File: src/rtl/instr_encoder_if.sv
// ----------------------------------------------------------------------------
// instr_encoder_if
//
// Bundles the producer-side field inputs and the consumer-side FIFO outputs
// of instr_encoder. Clock and reset stay as plain module ports.
//
//   in_valid / in_ready   push handshake (producer -> encoder)
//   in_fmt .. in_imm      decoded instruction fields
//   out_valid / out_ready pop handshake (encoder -> consumer)
//   out_instr / out_err   FIFO head entry
//   out_count             FIFO occupancy
//
// Modports:
//   slave  - the encoder itself
//   master - the environment driving fields and consuming results
// ----------------------------------------------------------------------------
interface instr_encoder_if #(
   parameter int unsigned FIFO_DEPTH = 2
);
   localparam int unsigned CntW = $clog2(FIFO_DEPTH) + 1;

   logic            in_valid;
   logic            in_ready;
   logic [2:0]      in_fmt;
   logic [6:0]      in_opcode;
   logic [4:0]      in_rd;
   logic [4:0]      in_rs1;
   logic [4:0]      in_rs2;
   logic [2:0]      in_funct3;
   logic [6:0]      in_funct7;
   logic [31:0]     in_imm;
   logic            out_valid;
   logic            out_ready;
   logic [31:0]     out_instr;
   logic            out_err;
   logic [CntW-1:0] out_count;

   modport slave (
      input  in_valid, in_fmt, in_opcode, in_rd, in_rs1, in_rs2, in_funct3, in_funct7, in_imm,
      output in_ready,
      output out_valid, out_instr, out_err, out_count,
      input  out_ready
   );

   modport master (
      output in_valid, in_fmt, in_opcode, in_rd, in_rs1, in_rs2, in_funct3, in_funct7, in_imm,
      input  in_ready,
      input  out_valid, out_instr, out_err, out_count,
      output out_ready
   );
endinterface

File: src/rtl/instr_encoder.sv
// ----------------------------------------------------------------------------
// instr_encoder
//
// RV32I instruction encoder (inverse of the immediate generator). Decoded
// fields plus a full 32-bit immediate are packed combinationally into an
// instruction word; the word and an "immediate not representable" flag are
// then written into a small output FIFO.
//
// Ports:
//   clk    system clock, rising edge
//   rst_n  asynchronous active-low reset (deassertion synchronised upstream)
//   bus    instr_encoder_if.slave
//            in_*  : push side, in_ready = !full (registered occupancy only)
//            out_* : pop side, head entry, occupancy
//
// Parameters:
//   FIFO_DEPTH  output FIFO entries; power of two, >= 2
// ----------------------------------------------------------------------------
module instr_encoder #(
   parameter int unsigned FIFO_DEPTH = 2
) (
   input  logic            clk,
   input  logic            rst_n,
   instr_encoder_if.slave  bus
);

   localparam int unsigned PtrW = $clog2(FIFO_DEPTH);
   localparam int unsigned CntW = PtrW + 1;

   typedef enum logic [2:0] {
      FmtR = 3'd0,
      FmtI = 3'd1,
      FmtS = 3'd2,
      FmtB = 3'd3,
      FmtU = 3'd4,
      FmtJ = 3'd5
   } fmt_e;

   typedef struct packed {
      logic        err;
      logic [31:0] instr;
   } entry_t;

   // ---------------------------------------------------------------------
   // Immediate range checks
   // ---------------------------------------------------------------------
   logic signed [31:0] imm_s;
   logic               fits_12;
   logic               fits_b;
   logic               fits_j;
   logic               fits_u;

   assign imm_s = $signed(bus.in_imm);

   // Signed compares are equivalent to "upper bits are a sign extension".
   assign fits_12 = (imm_s >= -32'sd2048) && (imm_s <= 32'sd2047);
   // Branch and jump offsets are halfword multiples; bit 0 is never encoded.
   assign fits_b  = (imm_s >= -32'sd4096) && (imm_s <= 32'sd4094) && !bus.in_imm[0];
   assign fits_j  = (imm_s >= -32'sd1048576) && (imm_s <= 32'sd1048574) && !bus.in_imm[0];
   assign fits_u  = (bus.in_imm[11:0] == 12'h000);

   // ---------------------------------------------------------------------
   // Combinational encoder
   // ---------------------------------------------------------------------
   logic [31:0] enc_instr;
   logic        enc_err;
   logic [31:0] imm;

   assign imm = bus.in_imm;

   always_comb begin
      enc_instr = 32'h0000_0000;
      enc_err   = 1'b0;
      unique case (fmt_e'(bus.in_fmt))
         FmtR: begin
            enc_instr = {bus.in_funct7, bus.in_rs2, bus.in_rs1, bus.in_funct3, bus.in_rd,
                         bus.in_opcode};
         end
         FmtI: begin
            enc_instr = {imm[11:0], bus.in_rs1, bus.in_funct3, bus.in_rd, bus.in_opcode};
            enc_err   = !fits_12;
         end
         FmtS: begin
            enc_instr = {imm[11:5], bus.in_rs2, bus.in_rs1, bus.in_funct3, imm[4:0],
                         bus.in_opcode};
            enc_err   = !fits_12;
         end
         FmtB: begin
            enc_instr = {imm[12], imm[10:5], bus.in_rs2, bus.in_rs1, bus.in_funct3, imm[4:1],
                         imm[11], bus.in_opcode};
            enc_err   = !fits_b;
         end
         FmtU: begin
            enc_instr = {imm[31:12], bus.in_rd, bus.in_opcode};
            enc_err   = !fits_u;
         end
         FmtJ: begin
            enc_instr = {imm[20], imm[10:1], imm[11], imm[19:12], bus.in_rd, bus.in_opcode};
            enc_err   = !fits_j;
         end
         default: begin
            // Illegal format codes 6/7 produce an all-zero word flagged as error.
            enc_instr = 32'h0000_0000;
            enc_err   = 1'b1;
         end
      endcase
   end

   // ---------------------------------------------------------------------
   // Output FIFO
   // ---------------------------------------------------------------------
   entry_t          mem_q [FIFO_DEPTH];
   logic [PtrW-1:0] wr_ptr_q, wr_ptr_d;
   logic [PtrW-1:0] rd_ptr_q, rd_ptr_d;
   logic [CntW-1:0] count_q, count_d;
   logic            full;
   logic            empty;
   logic            push;
   logic            pop;
   entry_t          wr_entry;

   assign full  = (count_q == CntW'(FIFO_DEPTH));
   assign empty = (count_q == '0);

   // No full-bypass: a full FIFO refuses a push even if a pop happens now.
   assign push  = bus.in_valid && !full;
   assign pop   = !empty && bus.out_ready;

   assign wr_entry = '{err: enc_err, instr: enc_instr};

   // Pointers wrap naturally because the depth is a power of two.
   always_comb begin
      wr_ptr_d = wr_ptr_q;
      rd_ptr_d = rd_ptr_q;
      count_d  = count_q;
      if (push) begin
         wr_ptr_d = wr_ptr_q + PtrW'(1);
      end
      if (pop) begin
         rd_ptr_d = rd_ptr_q + PtrW'(1);
      end
      unique case ({push, pop})
         2'b10:   count_d = count_q + CntW'(1);
         2'b01:   count_d = count_q - CntW'(1);
         default: count_d = count_q;
      endcase
   end

   always_ff @(posedge clk or negedge rst_n) begin
      if (!rst_n) begin
         wr_ptr_q <= '0;
         rd_ptr_q <= '0;
         count_q  <= '0;
      end else begin
         wr_ptr_q <= wr_ptr_d;
         rd_ptr_q <= rd_ptr_d;
         count_q  <= count_d;
      end
   end

   // Storage is cleared on reset so the head reads as zero out of reset.
   always_ff @(posedge clk or negedge rst_n) begin
      if (!rst_n) begin
         for (int i = 0; i < FIFO_DEPTH; i++) begin
            mem_q[i] <= '0;
         end
      end else if (push) begin
         mem_q[wr_ptr_q] <= wr_entry;
      end
   end

   // ---------------------------------------------------------------------
   // Outputs
   // ---------------------------------------------------------------------
   assign bus.in_ready  = !full;
   assign bus.out_valid = !empty;
   assign bus.out_instr = mem_q[rd_ptr_q].instr;
   assign bus.out_err   = mem_q[rd_ptr_q].err;
   assign bus.out_count = count_q;

`ifndef SYNTHESIS
   count_in_range_a : assert property (@(posedge clk) disable iff (!rst_n)
      count_q <= CntW'(FIFO_DEPTH));
   no_push_when_full_a : assert property (@(posedge clk) disable iff (!rst_n)
      full |-> !push);
`endif

endmodule

File: src/flat_wrapper.sv
// flat-port wrapper written by rule: the top's interface ports become plain ports
module instr_encoder_flat 
#(
   parameter int unsigned FIFO_DEPTH = 2
)
  (clk, rst_n, bus_in_valid, bus_in_fmt, bus_in_opcode, bus_in_rd, bus_in_rs1, bus_in_rs2, bus_in_funct3, bus_in_funct7, bus_in_imm, bus_in_ready, bus_out_valid, bus_out_instr, bus_out_err, bus_out_count, bus_out_ready);
  instr_encoder_if #(.FIFO_DEPTH(FIFO_DEPTH)) bus_i ();
  input  logic clk;
  input  logic rst_n;
  input wire logic [$bits(bus_i.in_valid)-1:0] bus_in_valid;
  input wire logic [$bits(bus_i.in_fmt)-1:0] bus_in_fmt;
  input wire logic [$bits(bus_i.in_opcode)-1:0] bus_in_opcode;
  input wire logic [$bits(bus_i.in_rd)-1:0] bus_in_rd;
  input wire logic [$bits(bus_i.in_rs1)-1:0] bus_in_rs1;
  input wire logic [$bits(bus_i.in_rs2)-1:0] bus_in_rs2;
  input wire logic [$bits(bus_i.in_funct3)-1:0] bus_in_funct3;
  input wire logic [$bits(bus_i.in_funct7)-1:0] bus_in_funct7;
  input wire logic [$bits(bus_i.in_imm)-1:0] bus_in_imm;
  output wire logic [$bits(bus_i.in_ready)-1:0] bus_in_ready;
  output wire logic [$bits(bus_i.out_valid)-1:0] bus_out_valid;
  output wire logic [$bits(bus_i.out_instr)-1:0] bus_out_instr;
  output wire logic [$bits(bus_i.out_err)-1:0] bus_out_err;
  output wire logic [$bits(bus_i.out_count)-1:0] bus_out_count;
  input wire logic [$bits(bus_i.out_ready)-1:0] bus_out_ready;
  assign bus_i.in_valid = bus_in_valid;
  assign bus_i.in_fmt = bus_in_fmt;
  assign bus_i.in_opcode = bus_in_opcode;
  assign bus_i.in_rd = bus_in_rd;
  assign bus_i.in_rs1 = bus_in_rs1;
  assign bus_i.in_rs2 = bus_in_rs2;
  assign bus_i.in_funct3 = bus_in_funct3;
  assign bus_i.in_funct7 = bus_in_funct7;
  assign bus_i.in_imm = bus_in_imm;
  assign bus_in_ready = bus_i.in_ready;
  assign bus_out_valid = bus_i.out_valid;
  assign bus_out_instr = bus_i.out_instr;
  assign bus_out_err = bus_i.out_err;
  assign bus_out_count = bus_i.out_count;
  assign bus_i.out_ready = bus_out_ready;
  instr_encoder #(.FIFO_DEPTH(FIFO_DEPTH)) u_core (.clk(clk), .rst_n(rst_n), .bus(bus_i));
endmodule
File: config.mk
export PLATFORM = sky130hd
export DESIGN_NAME = instr_encoder_flat
export DESIGN_NICKNAME = d
export VERILOG_FILES = /design/src/rtl/instr_encoder_if.sv /design/src/rtl/instr_encoder.sv /design/src/flat_wrapper.sv
export SDC_FILE = /design/constraint.sdc
export NUM_CORES = 1
export LEC_CHECK = 0
export BUFFER_PORTS_ARGS = -buffer_cell sky130_fd_sc_hd__buf_2
export CAP_MARGIN = 20
export CORE_MARGIN = 2
export CORE_UTILIZATION = 36
export CTS_BUF_LIST = sky130_fd_sc_hd__clkbuf_16
export DETAILED_ROUTE_END_ITERATION = 16
export MAX_ROUTING_LAYER = met4
export PLACE_DENSITY = 0.69
export SKIP_CTS_REPAIR_TIMING = 1
export SYNTH_ARGS = -nofsm -noshare
export SYNTH_HDL_FRONTEND = slang
export SYNTH_SLANG_ARGS = --single-unit
File: constraint.sdc
create_clock -name clk -period 1.4 [get_ports clk]
set_input_delay 0.28 -clock clk [delete_from_list [all_inputs] [get_ports clk]]
set_output_delay 0.28 -clock clk [all_outputs]
set_load 0.1 [all_outputs]
# --- Word-level counts from Yosys, hierarchy flattened ---
# Index checks and enable logic that the tools add are counted.
totals:
  reg_bits: 70
  latchBits: 0
  ram_bits: 0
  mem_bits_ro: 0
  output_inout_bits: 37
  elab_cells: 59
  n_memories: 0
classes:
  add_sub_neg: 4
  n_mul: 0
  div_mod_pow: 0
  order_cmp: 9
  eq_ne: 8
  shift: 0
  muxes: 9
  bitwise_logic: 2
  n_reduce_logical: 20
ops:
  columns: ["operator", "n"]
  rows:
  - ["one-hot mux 32 bit (6 select lines)", 1]
  - ["two-way mux 33 bit", 4]
  - ["bitwise mux 66 bit", 1]
  - ["demux 33 bit (select 1 bit)", 1]
  - ["greater-or-equal comparator 32 x 12 -> 1 bit (second input constant)", 1]
  - ["greater-or-equal comparator 32 x 13 -> 1 bit (second input constant)", 1]
  - ["greater-or-equal comparator 32 x 21 -> 1 bit (second input constant)", 1]
  - ["<= comparator 32 x 12 -> 1 bit (second input constant)", 1]
  - ["<= comparator 32 x 13 -> 1 bit (second input constant)", 1]
  - ["<= comparator 32 x 21 -> 1 bit (second input constant)", 1]
  - ["zero test 12 bit", 1]
  - ["logical AND 1 bit", 8]
  - ["zero test 1 bit", 7]
  - ["equality test 3 x 2 -> 1 bit (second input constant)", 2]
  - ["equality test 3 bit (second input constant)", 2]
  - ["one-hot mux 1 bit (5 select lines)", 1]
  - ["equality test 2 bit (second input constant)", 2]
  - ["greater-or-equal comparator 2 bit (second input constant)", 2]
  - ["NOT 1 -> 2 bit", 2]
  - ["one-hot mux 2 bit (2 select lines)", 1]
  - ["equality test 3 x 1 -> 1 bit (second input constant)", 1]
  - ["zero test 3 bit", 1]
  - ["adder 1 bit (second input constant)", 2]
  - ["adder 2 x 1 -> 2 bit (second input constant)", 1]
  - ["other kinds (6)", 6]

# --- Logic depth before layout (Yosys ltp) ---
# Gate-level depths: netlist of run 1.
logic_depth:
  depth_word: 6
  mapped_depth: 7

# --- Least setup slack after synthesis of run 1 ---
# No wires, ideal clock.
synth_path:
  path_kind: "register -> register"
  start: "register u_core.count_q[1] (netlist: u_core.bus.out_count[1])"
  end: "register u_core.count_q[1] (netlist: u_core.bus.out_count[1])"
  setup_ns: 0.165
  arrival_ns: 2.269
  required_time_ns: 1.235
  path_slack_ns: -1.034
  stages_incl_launch_ff: 7
  n_path_buf: 0
  synth_period_minus_slack_ns: 2.434
  cell_sequence: "dfrtp_1 or2_2 and2_1 ha_1 xnor2_1 nor2_1 xor2_1"
synth_between:
  elab_chain_cells: 5
synth_rtl:
  columns: ["element", "line_no", "text"]
  rows:
  - ["start: declaration", "instr_encoder.sv:115", "logic [CntW-1:0] count_q, count_d;"]
  - ["start signal: assignment", "instr_encoder.sv:157", "count_q <= count_d;"]
  - ["zero test 2 bit (*)", "instr_encoder.sv:123", "assign empty = (count_q == '0);"]
  - ["zero test 1 bit (*)", null, null]
  - ["net bus_out_valid", "flat_wrapper.sv:20", "output wire logic [$bits(bus_i.out_valid)-1:0] bus_out_valid;"]
  - ["logical AND 1 bit (*)", "instr_encoder.sv:127", "assign pop = !empty && bus.out_ready;"]
  - ["net u_core.pop", "instr_encoder.sv:119", "logic pop;"]
  - ["equality test 2 x 1 -> 1 bit or equality test 2 bit (tied branches)", "instr_encoder.sv:142", "unique case ({push, pop})"]
  - ["one-hot mux 2 bit (2 select lines) or nonzero test 2 bit (tied branches)", null, null]
# The timed path passes the listed nets; every way through them passes the cells marked *.
# A chain may end at the register's enable or synchronous reset.

# --- Worst setup path after layout of run 1 ---
layout_path:
  start: "register u_core.rd_ptr_q"
  end: "output bus_out_instr[1]"
layout_between:
  elab_chain_cells: 4
layout_rtl:
  columns: ["element", "line_no", "text"]
  rows:
  - ["start: declaration", "instr_encoder.sv:114", "logic [PtrW-1:0] rd_ptr_q, rd_ptr_d;"]
  - ["start signal: assignment", "instr_encoder.sv:156", "rd_ptr_q <= rd_ptr_d;"]
  - ["NOT 1 -> 2 bit (implied by the code)", "instr_encoder.sv:177", "assign bus.out_instr = mem_q[rd_ptr_q].instr;"]
  - ["two-way mux 33 bit (implied by the code) (3 in series)", "instr_encoder.sv:177", null]
  - ["end: declaration", "flat_wrapper.sv:21", "output wire logic [$bits(bus_i.out_instr)-1:0] bus_out_instr;"]
# Every way passes these cells. The select of a mux whose other input is x is not followed.

==> results of run 1 <==
worst min-delay path, delay by kind of cell:
| kind | cells | cell delay, ns |
|---|---|---|
| buffers and inverters | 1 | 0.10 |
| and+or+nand+nor | 1 | 0.06 |
| AOI/OAI and AO/OA | 1 | 0.06 |
final cells by class:
cell class              count  area (sq um)
fillers                   791          3720
multi-input cells         290          2010
repair buffers            170          1780
flip-flops and latches     70          1760
clock buffers               9           225
well taps                 133           166
clock inverters             7          97.6
inverters                   3          11.3
diodes                      1          2.50
cells by family after synthesis:
group           Yosys count  share of synthesized area, %
mux                      42                          12.8
buf+inv                  29                          3.99
xor+xnor                  4                         0.963
compound gates          112                          17.4
simple gates            130                          16.4
flops                    70                          48.1
fa+ha+maj                 1                         0.344
placed cells by master, fill, tap and decap left out, types with 3 or more instances in the layout:
| cell | count |
|---|---|
| buf_4 | 43 |
| nor2_1 | 11 |
| o21ai_2 | 13 |
| mux2_2 | 6 |
| nor4_1 | 6 |
| a22oi_1 | 17 |
| o21ai_0 | 38 |
| mux2i_1 | 7 |
| buf_2 | 70 |
| o21ai_1 | 20 |
| dfrtp_1 | 67 |
| inv_1 | 3 |
| buf_6 | 5 |
| clkbuf_16 | 14 |
| nand2_4 | 4 |
| nand2_2 | 12 |
| a31oi_1 | 4 |
| or2_4 | 3 |
| nor2b_1 | 10 |
| mux2_4 | 29 |
| buf_12 | 45 |
| nand2_1 | 65 |
| a21oi_1 | 15 |
| nand4_1 | 6 |
flip-flops by register name, summed over array words and instances, names as in the netlist:
| register | flops |
|---|---|
| u_core.mem_q | 66 |
| u_core.bus.out_count | 2 |
| u_core.rd_ptr_q | 1 |
| u_core.wr_ptr_q | 1 |
stage by stage:
step / worst slack, ns / hold slack (ns)
after detailed placement: -0.274 / 0.334
after global placement: -0.230 / 0.321
after global routing: -0.474 / 0.223
after CTS: -0.448 / -0.0143
after floorplan: -0.467 / -0.0156
final: -0.444 / 0.212
routing by layer:
layer | wire length [um] | share of wire, % | track usage, %
met2 | 5630 | 49 | 30.7
met1 | 4690 | 41 | 24.3
met5 | 0 | 0 | -
met4 | 284 | 2.5 | 8.59
met3 | 805 | 7.1 | 4.24
path summary, 6_finish.rpt:
kind | startpoint | to | cells after the start
worst max register to register | u_core.bus.out_count[1] | u_core.bus.out_count[1] | 6
min in group asynchronous | rst_n | u_core.mem_q[51] | 3
worst min register to register | u_core.mem_q[2] | u_core.mem_q[2] | 2
max in group asynchronous | rst_n | u_core.bus.out_count[1] | 3
worst min-delay path | bus_in_opcode[6] | u_core.mem_q[39] | 3
worst max-delay path | u_core.rd_ptr_q | bus_out_instr[1] | 3
==> results by group, run 1 <==
Critical path
  – Buffer and inverter count on the worst path: 2
  – Max stage delay on crit path: 0.50 ns
  – Crit end category: primary output
  – Required time of the critical path: 1.12 ns
  – Maximum fanout encountered on the critical timing path: 11
  – Dominant delay contributor by cell family on the critical path: flip-flops
  – Worst EP arrival: 1.56 ns
  – Category of the worst setup path launch point: flip-flop
  – Register-to-register setup slack: -0.11 ns
  – Standard cell with the maximum stage delay on the critical path: dfrtp_2
  – Critical path class: reg -> out
  – Dominant cell type by count on the critical path: buf_12
  – Critical path, cell by cell: buf_12, mux2_2, buf_12

GRT
  – Overflow left after global routing: 0
  – Antenna violations before repair: 1
  – Largest net degree at the start of global routing: 71
  – Overall global routing resource usage: 19.5%
  – First-pass GRT wire length: 16600 um
  – Number of global-route vias before repair: 3488

Route
  – Drt drc: 0
  – WL per Instance: 16.7 um
  – Per-cell via count in the routed design: 5.21
  – Initial DRT Pass Iterations: 4
  – Total number of vias: 3560
  – Final wirelength: 11400 um
  – Count of nets left with antenna violations after detail routing: 0
  – DRC marker count from the first detailed-route iteration: 178

Finish
  – Design Area, Final: 6050 sq um
  – Layout Cells excl Fill: 683
  – Final Net Count: 616
  – P&R area growth vs syn: 66.4%
  – Final cell utilization of the core: 61.9%
  – Layout cells sized above 1: 48.3%

Clocking
  – Clock Sink Count: 70
  – Clock tree buffer depth: 2
  – Clock-pin slew reported for the worst setup and hold paths after clock tree synthesis: 0.06 ns
  – Clock buffers created by TritonCTS: 9
  – Clock tree from TritonCTS: done
  – Clock root buffer: clkbuf_16
  – Insertion delay to the later sink of the worst-skew pair: 0.33 ns
  – Maximum level of the CTS H-tree: 3

Flow run
  – Maxcap violations: 0

Floorplan
  – Y dimension of the die: 105 um
  – Overall die area: 10900 sq um
  – Standard-cell rows: 36
  – Die span in x: 105 um
  – Initial Util: 37.2%
  – Core area: 9770 sq um
  – Top-level port count: 108

Yosys
  – Most numerous cell in the Yosys netlist: nand2_1
  – Number of different library cells in the post-synthesis netlist: 36
  – Proportion of synthesized chip area in sequential cells: 48.1%
  – Net count after synthesis: 460
  – Area share of the largest cell type after synthesis: 48.1%
  – Number of synthesized flops with an enable pin: 0
  – Biggest area consumer among synthesized cells: dfrtp_1
  – Commonest cells post-synth: nand2_1, dfrtp_1, o21ai_0
  – Mapped cell area: 3640 sq um
  – Flip-flop cell with the highest count after synthesis: dfrtp_1
  – Synthesis warning total: 0
  – Top area cells in the synthesized netlist: dfrtp_1, mux2_2, nand2_1
  – Avg Synthesized Cell Area: 9.38 sq um
  – Number of cells produced by synthesis: 388
  – Ys async rst share: 100%
  – Number of storage elements in the synthesis netlist: 70

Timing
  – Rel. slew slack: 62.2%
  – Final total negative setup slack: -13.34 ns
  – Post-route clock skew: 0.00268 ns
  – Worst setup margin: -0.444 ns
  – Time the worst path needs with I/O delays and setup: 1.84 ns
  – Fraction of the cycle the final worst path needs: 132%
  – Achievable clock frequency: 0.542 GHz
  – Final Hold Violating Endpoints: 0
  – Endpoints failing setup: 36
  – Final max-slew violation count: 0
  – Setup repair after global routing missed its margin: yes
  – Slew at the pin closest to its max-slew limit: 0.566 ns

Outcome
  – Failing checks: setup timing
  – Result of the run: complete, but fails checks

Placed design
  – DP Cell Count: 655
  – Count of input and output buffers: 107
  – Final weighted congestion in routability-driven placement: 0.863
  – Total placed instance area: 5370 sq um
  – HPWL after detailed placement: 7680 um

Hold path
  – Min-Delay Path Class: in -> reg
Power of run 1 is not shown: default switching activity piles up to over one toggle a cycle in this logic, so the estimate is an artifact.
==> run 2, diff against run 1 <==
Settings changed: PLACE_DENSITY 0.69 to 0.61.
==> run 2 against run 1 <==
Sequential share of layout area is 1.4 points lower. Clock skew increased by 0.0031 ns. Maximum frequency up 5.1%. Flip-flop and latch count unchanged. Wire length grew 12%. The flow finishes with violations (hold timing, setup timing). Via count is 3.1% higher. Non-clock buffer count is 4 higher. Die area is the same. Setup slack improved by 0.089 ns. Critical path depth stayed put. Highest routed layer unchanged.
==> results by group, run 2 (synthesized netlist as in run 1, its figures left out) <==
Route
  – Count of nets left with antenna violations after detail routing: 0 (unchanged)
  – DRC marker count from the first detailed-route iteration: 199 (+12%)
  – Total number of vias: 3669 (+3.1%)
  – Per-cell via count in the routed design: 5.35 (+2.6%)
  – Initial DRT Pass Iterations: 5 (+1)
  – WL per Instance: 18.6 um (+11%)
  – Final wirelength: 12800 um (+12%)
  – Drt drc: 0 (unchanged)

Finish
  – ANT cells: 0 (-1)
  – Most common library cell in the layout ignoring fill and taps: buf_2
  – Layout cells sized above 1: 57.7% (+9.4 points)
  – FILL cells: 772 (-2.4%)
  – Area of the multi-input gates: 2230 sq um (+11%)
  – Max FFs per register: 66 (unchanged)
  – Final Net Count: 620 (+0.65%)
  – Highest-count cells in the layout ignoring fill and taps: buf_2, dfrtp_1, buf_12
  – P&R area growth vs syn: 74.5%
  – Sequential cell area: 1760 sq um (unchanged)
  – Final cell utilization of the core: 65.0% (+3.0 points)
  – Most flops, register: u_core.mem_q

Critical path
  – Worst EP arrival: 1.47 ns (-0.09 ns)
  – Origin of the critical flop-to-flop path: u_core.bus.out_count[0]
  – Required time of the critical path: 1.12 ns (about the same)
  – Crit end category: primary output
  – Critical path class: reg -> out
  – Number of cells traversed by the worst register-to-register path: 6 (unchanged)
  – Maximum fanout encountered on the critical timing path: 17 (+6)
  – Critical R2R Capture: u_core.bus.out_count[1]
  – Category of the worst setup path launch point: flip-flop
  – Register-to-register setup slack: -0.11 ns (about the same)

Clocking
  – Clock root buffer: clkbuf_16
  – Maximum level of the CTS H-tree: 3 (unchanged)
  – Clock tree buffer depth: 2 (unchanged)
  – Clock buffers created by TritonCTS: 9 (unchanged)
  – Clock tree from TritonCTS: done
  – Clock Sink Count: 70 (unchanged)
  – Clock-pin slew reported for the worst setup and hold paths after clock tree synthesis: 0.06 ns (about the same)
  – Insertion delay to the later sink of the worst-skew pair: 0.33 ns (about the same)

GRT
  – GR Util met3: 3.62% (-0.62 points)
  – Met2 GRT Util: 30.9% (+0.23 points)
  – Overall global routing resource usage: 19.9% (+0.34 points)
  – GR Layer Usage met1: 25.5% (+1.2 points)
  – First-pass GRT wire length: 16600 um (about the same)
  – Antenna violations before repair: 0 (-1)
  – Largest net degree at the start of global routing: 71 (unchanged)
  – Global route hottest layer: met2
  – Overflow left after global routing: 0 (unchanged)
  – Number of global-route vias before repair: 3388 (-2.9%)

Timing
  – Rel. slew slack: 64.0% (+1.8 points)
  – WHS: -0.0182 ns (-0.231 ns)
  – Post-route clock skew: 0.00579 ns (+0.00311 ns)
  – Final total negative setup slack: -13.17 ns (+0.177 ns)
  – Worst setup margin: -0.354 ns (+0.0891 ns)
  – Setup repair after global routing missed its margin: yes
  – Slew at the pin closest to its max-slew limit: 0.539 ns (-0.0269 ns)
  – Fraction of the cycle the final worst path needs: 125% (-6.4 points)
  – Endpoints failing setup: 71 (+97%)
  – Final max-slew violation count: 0 (unchanged)
  – Time the worst path needs with I/O delays and setup: 1.75 ns (-0.0891 ns)
  – Achievable clock frequency: 0.570 GHz (+5.1%)
  – Final Hold Violating Endpoints: 70 (+70)

Placed design
  – Count of input and output buffers: 107 (unchanged)
  – Place WS: -0.297 ns (-0.0229 ns)
  – Final weighted congestion in routability-driven placement: 0.903 (+4.6%)
  – HPWL after detailed placement: 7590 um (-1.1%)

Flow run
  – Maxcap violations: 0 (unchanged)

Outcome
  – Result of the run: complete, but fails checks
  – Failing checks: hold timing, setup timing

Floorplan
  – Initial Util: 37.2% (unchanged)
  – Standard-cell rows: 36 (unchanged)
  – Overall die area: 10900 sq um (unchanged)
  – Y dimension of the die: 105 um (unchanged)
  – Die span in x: 105 um (unchanged)
  – Top-level port count: 108 (unchanged)
  – Core area: 9770 sq um (unchanged)

Hold path
  – Min-Delay Path Class: in -> async
run 2: cell types whose count changed in the layout (fill, tap and decap cells not counted), sizes merged:
| cell | previous run | this run |
|---|---|---|
| clkinv | 3 | 1 |
| buf | 164 | 166 |
| diode | 1 | 0 |
| clkbuf | 14 | 17 |
| inv | 4 | 5 |
| clkinvlp | 1 | 2 |
| dlygate4sd3 | 1 | 0 |
run 2: how the worst max path moves through the flow:
stage	slack (ns)	from	end	cells past startpoint
floorplan	-0.47	u_core.bus.out_count[1]	u_core.bus.out_count[1]	6
global placement	-0.22	bus_in_imm[19]	u_core.mem_q[32]	6
detailed placement	-0.30	bus_in_imm[19]	u_core.mem_q[32]	6
CTS	-0.40	u_core.rd_ptr_q	bus_out_err	3
global route	-0.39	u_core.rd_ptr_q	bus_out_instr[8]	3
finish	-0.35	u_core.rd_ptr_q	bus_out_instr[8]	3
run 2: per-layer routing:
| metal | wire length (um) | up-vias |
|---|---|---|
| met3 | 700 | 24 |
| met4 | 292 | 0 |
| met2 | 6250 | 152 |
| met1 | 5530 | 1794 |
| li1 | - | 1699 |
| met5 | 0 | - |
run 2: cell type report:
cell class / instances / share of cell area [%]
sequential: 70 / 27.7
clock buffer: 9 / 3.55
clock inverter: 7 / 1.44
inverter: 3 / 0.177
tap: 133 / 2.62
multi-input combinational: 290 / 35.1
timing repair buffer: 174 / 29.4
run 2: worst max-delay path, stage by stage, from the launching register on:
cell	delay [ns]
dfrtp_2	0.42
buf_12	0.20
mux2_4	0.34
buf_12	0.17
run 2: per-stage QoR:
stage	cell area [sq um]	hold slack [ns]	instances
6_report	6350	-0.0182	686
5_1_grt	6350	0.00105	686
4_1_cts	5640	-0.00734	669
3_5_place_dp	5330	0.341	653
3_3_place_gp	5330	0.326	653
2_1_floorplan	3830	-0.0156	388
Power of run 2 is left out for the same reason.
